## src/rtl/tile_ctrl_axil_master.sv

```systemverilog
// tile_ctrl_axil_master
//   AXI4-Lite initiator for a tile's control_S_AXI port. Takes single-beat register commands
//   from a valid/ready stream, issues one AXI-Lite write or read at a time, and returns the
//   read data, response code and the accept-to-handshake latency on a response stream.
//
// Ports:
//   clk_control, clk_control_rst_high      clock, synchronous active-high reset
//   cmd_valid/ready, cmd_write/addr/wdata/wstrb   command stream (1 = write)
//   rsp_valid/ready, rsp_write/rdata/resp/latency response stream
//   m_AW*, m_W*, m_B*, m_AR*, m_R*          AXI4-Lite master channels
//
// Every m_* output and cmd_ready/rsp_valid is a decode of registered state only, so there is
// no combinational path from any slave input to any master output.
module tile_ctrl_axil_master #(
   parameter int unsigned BW       = 32,
   parameter int unsigned BWB      = BW / 8,
   parameter int unsigned AXI_ADDR = 8,
   parameter int unsigned LAT_W    = 16
) (
   input  logic                clk_control,
   input  logic                clk_control_rst_high,
   // command stream
   input  logic                cmd_valid,
   output logic                cmd_ready,
   input  logic                cmd_write,
   input  logic [AXI_ADDR-1:0] cmd_addr,
   input  logic [BW-1:0]       cmd_wdata,
   input  logic [BWB-1:0]      cmd_wstrb,
   // response stream
   output logic                rsp_valid,
   input  logic                rsp_ready,
   output logic                rsp_write,
   output logic [BW-1:0]       rsp_rdata,
   output logic [1:0]          rsp_resp,
   output logic [LAT_W-1:0]    rsp_latency,
   // AXI4-Lite write address
   output logic [AXI_ADDR-1:0] m_AWADDR,
   output logic                m_AWVALID,
   input  logic                m_AWREADY,
   // AXI4-Lite write data
   output logic [BW-1:0]       m_WDATA,
   output logic [BWB-1:0]      m_WSTRB,
   output logic                m_WVALID,
   input  logic                m_WREADY,
   // AXI4-Lite write response
   input  logic [1:0]          m_BRESP,
   input  logic                m_BVALID,
   output logic                m_BREADY,
   // AXI4-Lite read address
   output logic [AXI_ADDR-1:0] m_ARADDR,
   output logic                m_ARVALID,
   input  logic                m_ARREADY,
   // AXI4-Lite read data
   input  logic [BW-1:0]       m_RDATA,
   input  logic [1:0]          m_RRESP,
   input  logic                m_RVALID,
   output logic                m_RREADY
);

   typedef enum logic [2:0] {
      StIdle,
      StWr,
      StWrResp,
      StRdAddr,
      StRdData,
      StRsp
   } state_e;

   state_e              state_q, state_d;
   logic                write_q, write_d;
   logic [AXI_ADDR-1:0] addr_q, addr_d;
   logic [BW-1:0]       wdata_q, wdata_d;
   logic [BWB-1:0]      wstrb_q, wstrb_d;
   logic                aw_done_q, aw_done_d;
   logic                w_done_q, w_done_d;
   logic [LAT_W-1:0]    lat_q, lat_d;
   logic [BW-1:0]       rdata_q, rdata_d;
   logic [1:0]          resp_q, resp_d;
   logic [LAT_W-1:0]    lat_inc;

   // Saturating increment: holds at all-ones instead of wrapping.
   assign lat_inc = (lat_q == {LAT_W{1'b1}}) ? lat_q : lat_q + LAT_W'(1);

   always_comb begin
      state_d   = state_q;
      write_d   = write_q;
      addr_d    = addr_q;
      wdata_d   = wdata_q;
      wstrb_d   = wstrb_q;
      aw_done_d = aw_done_q;
      w_done_d  = w_done_q;
      lat_d     = lat_q;
      rdata_d   = rdata_q;
      resp_d    = resp_q;

      unique case (state_q)
         StIdle: begin
            if (cmd_valid) begin
               write_d   = cmd_write;
               addr_d    = cmd_addr;
               wdata_d   = cmd_wdata;
               wstrb_d   = cmd_wstrb;
               aw_done_d = 1'b0;
               w_done_d  = 1'b0;
               lat_d     = '0;
               state_d   = cmd_write ? StWr : StRdAddr;
            end
         end
         StWr: begin
            lat_d = lat_inc;
            // A done channel has VALID low, so a late READY on it is harmless.
            aw_done_d = aw_done_q | m_AWREADY;
            w_done_d  = w_done_q | m_WREADY;
            if (aw_done_d && w_done_d) begin
               state_d = StWrResp;
            end
         end
         StWrResp: begin
            lat_d = lat_inc;
            if (m_BVALID) begin
               resp_d  = m_BRESP;
               rdata_d = '0;
               state_d = StRsp;
            end
         end
         StRdAddr: begin
            lat_d = lat_inc;
            if (m_ARREADY) begin
               state_d = StRdData;
            end
         end
         StRdData: begin
            lat_d = lat_inc;
            if (m_RVALID) begin
               resp_d  = m_RRESP;
               rdata_d = m_RDATA;
               state_d = StRsp;
            end
         end
         StRsp: begin
            if (rsp_ready) begin
               state_d = StIdle;
            end
         end
         default: begin
            state_d = StIdle;
         end
      endcase
   end

   always_ff @(posedge clk_control) begin
      if (clk_control_rst_high) begin
         state_q   <= StIdle;
         write_q   <= 1'b0;
         addr_q    <= '0;
         wdata_q   <= '0;
         wstrb_q   <= '0;
         aw_done_q <= 1'b0;
         w_done_q  <= 1'b0;
         lat_q     <= '0;
         rdata_q   <= '0;
         resp_q    <= '0;
      end else begin
         state_q   <= state_d;
         write_q   <= write_d;
         addr_q    <= addr_d;
         wdata_q   <= wdata_d;
         wstrb_q   <= wstrb_d;
         aw_done_q <= aw_done_d;
         w_done_q  <= w_done_d;
         lat_q     <= lat_d;
         rdata_q   <= rdata_d;
         resp_q    <= resp_d;
      end
   end

   assign cmd_ready   = (state_q == StIdle);
   assign rsp_valid   = (state_q == StRsp);
   assign rsp_write   = write_q;
   assign rsp_rdata   = rdata_q;
   assign rsp_resp    = resp_q;
   assign rsp_latency = lat_q;

   assign m_AWADDR  = addr_q;
   assign m_AWVALID = (state_q == StWr) && !aw_done_q;
   assign m_WDATA   = wdata_q;
   assign m_WSTRB   = wstrb_q;
   assign m_WVALID  = (state_q == StWr) && !w_done_q;
   assign m_BREADY  = (state_q == StWrResp);
   assign m_ARADDR  = addr_q;
   assign m_ARVALID = (state_q == StRdAddr);
   assign m_RREADY  = (state_q == StRdData);

endmodule

```

## config.mk

```make
export PLATFORM = sky130hd
export DESIGN_NAME = tile_ctrl_axil_master
export DESIGN_NICKNAME = d
export VERILOG_FILES = /design/src/rtl/tile_ctrl_axil_master.sv
export SDC_FILE = /design/constraint.sdc
export NUM_CORES = 1
export LEC_CHECK = 0
export ABC_AREA = 1
export CORE_MARGIN = 2
export CORE_UTILIZATION = 55
export DETAILED_ROUTE_END_ITERATION = 8
export DONT_BUFFER_PORTS = 1
export PLACE_DENSITY = 0.7
export SETUP_SLACK_MARGIN = 0.1
export SYNTH_ARGS = -nofsm -noshare
export SYNTH_HDL_FRONTEND = slang
export SYNTH_SLANG_ARGS = --single-unit
```

## constraint.sdc

```tcl
create_clock -name clk_control -period 1.5 [get_ports clk_control]
set_input_delay 0.3 -clock clk_control [delete_from_list [all_inputs] [get_ports clk_control]]
set_output_delay 0.3 -clock clk_control [all_outputs]
set_load 0.05 [all_outputs]
```

== After elaboration in Yosys (flattened, before gate mapping) ==
Index checks and enable logic that the tools add are counted.
Widths: inputs -> output; s select.

* Flip-flop bits (word level): 100
* Latch bits: 0
* RAM bits: 0
* Memory bits (read-only): 0
* Bits of input ports: 90
* Output and inout bits: 110
* Logic and storage cells: 61
* Memories kept: 0

* Add/subtract/negate cells: 1
* $mul: 0
* Divide/modulo/power cells: 0
* $lt $le $gt $ge: 0
* Equality and inequality tests: 13
* Shift operators: 0
* Muxes and demuxes: 20
* Bitwise logic cells: 2
* Reduce and logical (&&, ||, !) cells: 15

{| class="wikitable"
|+ Operator list
! cell !! number
|-
| $mux 32 || 2
|-
| $pmux 32 s2 || 1
|-
| $mux 16 || 2
|-
| $pmux 16 s2 || 1
|-
| $mux 3 || 6
|-
| $pmux 3 s6 || 1
|-
| $add 16x1->16 const B || 1
|-
| $eq 16x16->1 const B || 1
|-
| $ne 2x2->1 const B || 5
|-
| $eq 3x2->1 const B || 2
|-
| $eq 3x3->1 const B || 2
|-
| $mux 2 || 3
|-
| $reduce_and 3->1 || 2
|-
| $reduce_and 6->1 || 1
|-
| $reduce_bool 2->1 || 3
|-
| $ne 2x1->1 const B || 2
|-
| $pmux 1 s2 || 2
|-
| $pmux 2 s2 || 1
|-
| $reduce_and 2->1 || 2
|-
| $reduce_or 4->1 || 1
|-
| $eq 3x1->1 const B || 1
|-
| $logic_and 1x1->1 || 3
|-
| $logic_not 3->1 || 1
|-
| $logic_not 1->1 || 2
|-
| other kinds (2) || 3
|}

== Logic depth before layout (Yosys ltp) ==
* Depth after elaboration: 4
* Gate-level depth with buffers: 10

== Least setup slack after synthesis ==
Ideal clock, no wire load.

* Path type: register to register
* Start: register state_q[1]
* End: register rdata_q[22], in the netlist rsp_rdata[22]
* Data arrival time: 1894 ps
* Setup slack: -527 ps
* Stages on the path, launching flop included: 8
* Path through: dfxtp_1 -> nand2_2 -> nor2_1 -> nand2_1 -> nand3_2 -> clkbuf_1 -> nand3b_1 -> a21oi_1

* Word-level cells in the longest chain between the ends: 3

{| class="wikitable"
|+ Ends and longest elaborated chain
! element !! RTL line !! RTL
|-
| start, declared || 69 || <nowiki>state_e state_q, state_d;</nowiki>
|-
| start signal, assigned || 153 || <nowiki>state_q <= StIdle;</nowiki>
|-
| start signal, assigned || 164 || <nowiki>state_q <= state_d;</nowiki>
|-
| $eq 3x2->1 * || -- ||
|-
| named net m_BREADY || 48 || <nowiki>output logic m_BREADY,</nowiki>
|-
| $ne 2x2->1 (no source line) / $reduce_bool 2->1 (equally long branches) || -- ||
|-
| $reduce_and 3->1 (no source line) || -- ||
|-
| end signal, assigned || 172 || <nowiki>rdata_q <= rdata_d;</nowiki>
|-
| end, declared || 77 || <nowiki>logic [BW-1:0] rdata_q, rdata_d;</nowiki>
|}

The timed path passes the listed nets; every way through them passes the cells marked *.
A chain may end at the register's enable or synchronous reset.

== Worst setup path after layout ==
* Start: register state_q[1]
* End: register rdata_q[15], in the netlist rsp_rdata[15]

* Word-level cells in the longest chain between the ends: 3

{| class="wikitable"
|+ Ends and longest elaborated chain
! element !! RTL line !! RTL
|-
| $eq 3x3->1 / $eq 3x2->1 (equally long branches) || 96 || <nowiki>unique case (state_q)</nowiki>
|-
| $ne 2x2->1 (no source line) / $reduce_bool 2->1 (equally long branches) || -- ||
|-
| $reduce_and 3->1 (no source line) || -- ||
|}

Parallel ways exist; a longest one is shown, timed or not.

==> results.json <==
{
  "run_status": "finished with violations",
  "failing_checks": "hold timing, setup timing",
  "number_of_global_route_vias_before_repair": 4101,
  "dp.final_hpwl_um": 7641,
  "core_um2": 7807,
  "power.clock.fraction_pct": 14.2,
  "yosysWarningCount": 0,
  "critPathArrivalTime_ns": 1.88,
  "yosysTopAreaCellShare_pct": 44.67,
  "criticalPathCategory": "reg -> reg",
  "cp.required_ns": 1.79,
  "grt_antenna_before_repair": 0,
  "totalWireLength_um": 13100,
  "timing.critical_path.to_type": "flip-flop",
  "worst_hold_slack_ns": -0.007088,
  "vias": 4306,
  "report.final.setup_viol": 21,
  "maxClockFrequency_mhz": 627.0,
  "final_core_utilization_pct": 72.77,
  "worst_setup_hold_path_clk_slew_ns": 0.10,
  "die_y_um": 94.27,
  "syn_avg_cell_area_um2": 7.433,
  "timing.rr.start": "state_q[1]",
  "die-width_um": 94.27,
  "clockRootBuffer": "sky130_fd_sc_hd__clkbuf_8",
  "io-pin-count": 200,
  "yosys.cell_types.count": 28,
  "cts.htree.levels": 3,
  "grt_util_all_layers_pct": 27.80,
  "drtPass1Iterations": 5,
  "detail_route.drc_violations": 0,
  "max-clock-path-buffers": 2,
  "nNetsFinal": 734,
  "switching_power_mw": 5.625,
  "syn_nets": 694,
  "area_growth_pct": 26.77,
  "post_drt_via_cell_ratio": 5.741,
  "setup.worst_path.start_class": "flip-flop",
  "grt_overflow_total": 0,
  "p_leak_nw": 2.165,
  "rows": 32,
  "critical_path_peak_fanout": 34,
  "cts_sinks": 100,
  "hold_viol_final": 3,
  "power.sequential.fraction_pct": 35.4,
  "setup_repair_after_global_routing_missed_its_margin": "yes",
  "power.share.switching_pct": 46.38,
  "finalCriticalPeriod_ns": 1.595,
  "antenna-diode-count": 0,
  "detailedRoute.firstIterationViolations": 181,
  "placement.setup.worst_slack_ns": 0.01594,
  "max_clock_skew_ns": 0.01318,
  "netlist_area_um2": 4482,
  "initial_core_utilization_pct": 57.40,
  "drv.max_cap_violation_count": 0,
  "io_buffer_count": 0,
  "post_synth_edffs": 0,
  "source_to_sink_clock_delay_at_the_later_pin_of_the_worst_skew_pair_ns": 0.36,
  "layout-drive-gt1-share_pct": 28.09,
  "max_slew_margin_pct": 62.20,
  "postSynthCellCount": 603,
  "number_of_flip_flops_and_latches_in_the_synthesized_netlist": 100,
  "synthMostInstantiatedCell": "sky130_fd_sc_hd__nand2_1",
  "routabilityCongestion": 0.8877,
  "tritoncts_buffer_count": 9,
  "min_from": "clk_control_rst_high",
  "finalMaxSlewViolations": 0,
  "main_synth_ff_type": "sky130_fd_sc_hd__dfxtp_1",
  "drt.antenna.violating_nets": 0,
  "wire_length_of_the_first_global_routing_pass_um": 19560,
  "synth.largest_area_cell": "sky130_fd_sc_hd__dfxtp_1",
  "critical_path.startpoint": "state_q[1]",
  "worstMarginPinSlew_ns": 0.5662,
  "floorplan.die_area_um2": 8887,
  "period_share_pct": 106.3,
  "yosys-top-cells-count": "149 x sky130_fd_sc_hd__nand2_1, 100 x sky130_fd_sc_hd__dfxtp_1, 90 x sky130_fd_sc_hd__a21oi_1",
  "worst_case_vdd_ir_drop_uv": 1612,
  "powerDensity_nw_per_um2": 2135,
  "wl_per_cell_um": 17.47,
  "synth_sequential_area_ratio_pct": 44.67,
  "synth.area.top_cells": "sky130_fd_sc_hd__dfxtp_1 45%, sky130_fd_sc_hd__nand2_1 12%, sky130_fd_sc_hd__a21oi_1 10%",
  "proportion_of_power_drawn_by_combinational_gates_pct": 50.4,
  "largest_net_degree_at_the_start_of_global_routing": 92,
  "synth-async-reset-ratio_pct": 0,
  "timing.hold.worst.class": "in -> reg",
  "internal-power_mw": 6.504,
  "tritoncts": "built",
  "finalWorstSetupSlack_ns": -0.09499
}
-- power by group through the flow --
stage,combinational (mW),sequential (mW),clock [mW]
2_1_floorplan,3.23,4.65,0
3_3_place_gp,4.19,4.34,0
3_5_place_dp,4.27,4.35,0
4_1_cts,5.74,4.30,1.74
5_1_grt,6.52,4.34,1.87
6_report,6.11,4.30,1.72
-- through the flow --
| stage | power [mW] | setup TNS, ns | instances | area (um^2) |
|---|---|---|---|---|
| 3_3_place_gp | 8.536 | 0 | 707 | 4847 |
| 2_1_floorplan | 7.884 | -0.9575 | 603 | 4582 |
| 4_1_cts | 11.78 | -0.4059 | 744 | 5502 |
| 6_report | 12.13 | -0.7565 | 750 | 5682 |
| 3_5_place_dp | 8.624 | 0 | 707 | 4847 |
| 5_1_grt | 12.73 | -4.574 | 750 | 5682 |
-- final timing paths --
kind / to / slack, ns / cells after the start
setup / recovery: rsp_rdata[15] / -0.09 / 8
hold / removal: m_WDATA[29] / -0.007 / 1
hold reg to reg: m_ARADDR[3] / 0.47 / 2
setup reg to reg: rsp_rdata[15] / -0.09 / 8
-- cells by family (layout without fill, tap and decap cells) --
kind of cell | Yosys count | in the layout | share of synthesized area, %
and+or+nand+nor | 319 | 321 | 34.42
AOI/OAI and AO/OA | 107 | 107 | 12.45
adders and majority gates | 1 | 1 | 0.2791
DFF | 100 | 100 | 44.67
buffers and inverters | 76 | 119 | 8.180
-- layout by cell type (no fill, tap or decap), drive strengths merged --
| cell type | instances |
|---|---|
| a21oi | 96 |
| buf | 66 |
| bufbuf | 6 |
| bufinv | 1 |
| clkbuf | 12 |
| clkinv | 4 |
| clkinvlp | 1 |
| dfxtp | 100 |
| ha | 1 |
| inv | 29 |
| nand2 | 165 |
| nand3 | 71 |
| nand3b | 33 |
| nand4 | 5 |
| nor2 | 41 |
| nor3 | 3 |
| o21ai | 11 |
| or2 | 3 |
-- worst max-delay path: stages, from the launching register on --
cell                       delay (ns)
sky130_fd_sc_hd__dfxtp_4         0.38
sky130_fd_sc_hd__inv_4           0.08
sky130_fd_sc_hd__buf_4           0.11
sky130_fd_sc_hd__nand3_2         0.12
sky130_fd_sc_hd__o21ai_2         0.12
sky130_fd_sc_hd__nand3_4         0.15
sky130_fd_sc_hd__buf_12          0.19
sky130_fd_sc_hd__nand3b_1        0.19
sky130_fd_sc_hd__a21oi_1         0.19
-- final cells by class --
| cell class | instances | area, um^2 |
|---|---|---|
| multi-input combinational | 429 | 2350 |
| fill | 600 | 2126 |
| sequential | 100 | 2042 |
| timing repair buffer | 73 | 847.1 |
| clock buffer | 11 | 131.4 |
| tap | 102 | 127.6 |
| inverter | 30 | 123.9 |
| clock inverter | 5 | 60.06 |
-- state kept, by name (all words and copies together) (netlist names) --
signal,count
aw_done_q,1
m_ARADDR,8
m_WDATA,32
m_WSTRB,4
rsp_latency,16
rsp_rdata,32
rsp_resp,2
rsp_write,1
state_q,3
w_done_q,1
-- routing by layer --
layer  global-route usage [%]  wire length (um)  vias up
met3                    8.587              1180       22
met1                    33.67              5081     2005
met5                        0                 0        -
met2                    46.49              6624      214
met4                    9.903               216        0
li1                         -                 -     2065
-- repair_timing --
| item | in CTS | in global routing |
|---|---|---|
| setup buffers | 12 | 5 |
| pin swaps | 6 | 10 |
| gates cloned | 9 | 1 |
| hold endpoints to repair | 76 | 88 |
| setup endpoints to repair | 57 | 91 |
| gates resized for setup | 37 | 35 |
No activity file was read; power rests on OpenSTA's default activity.
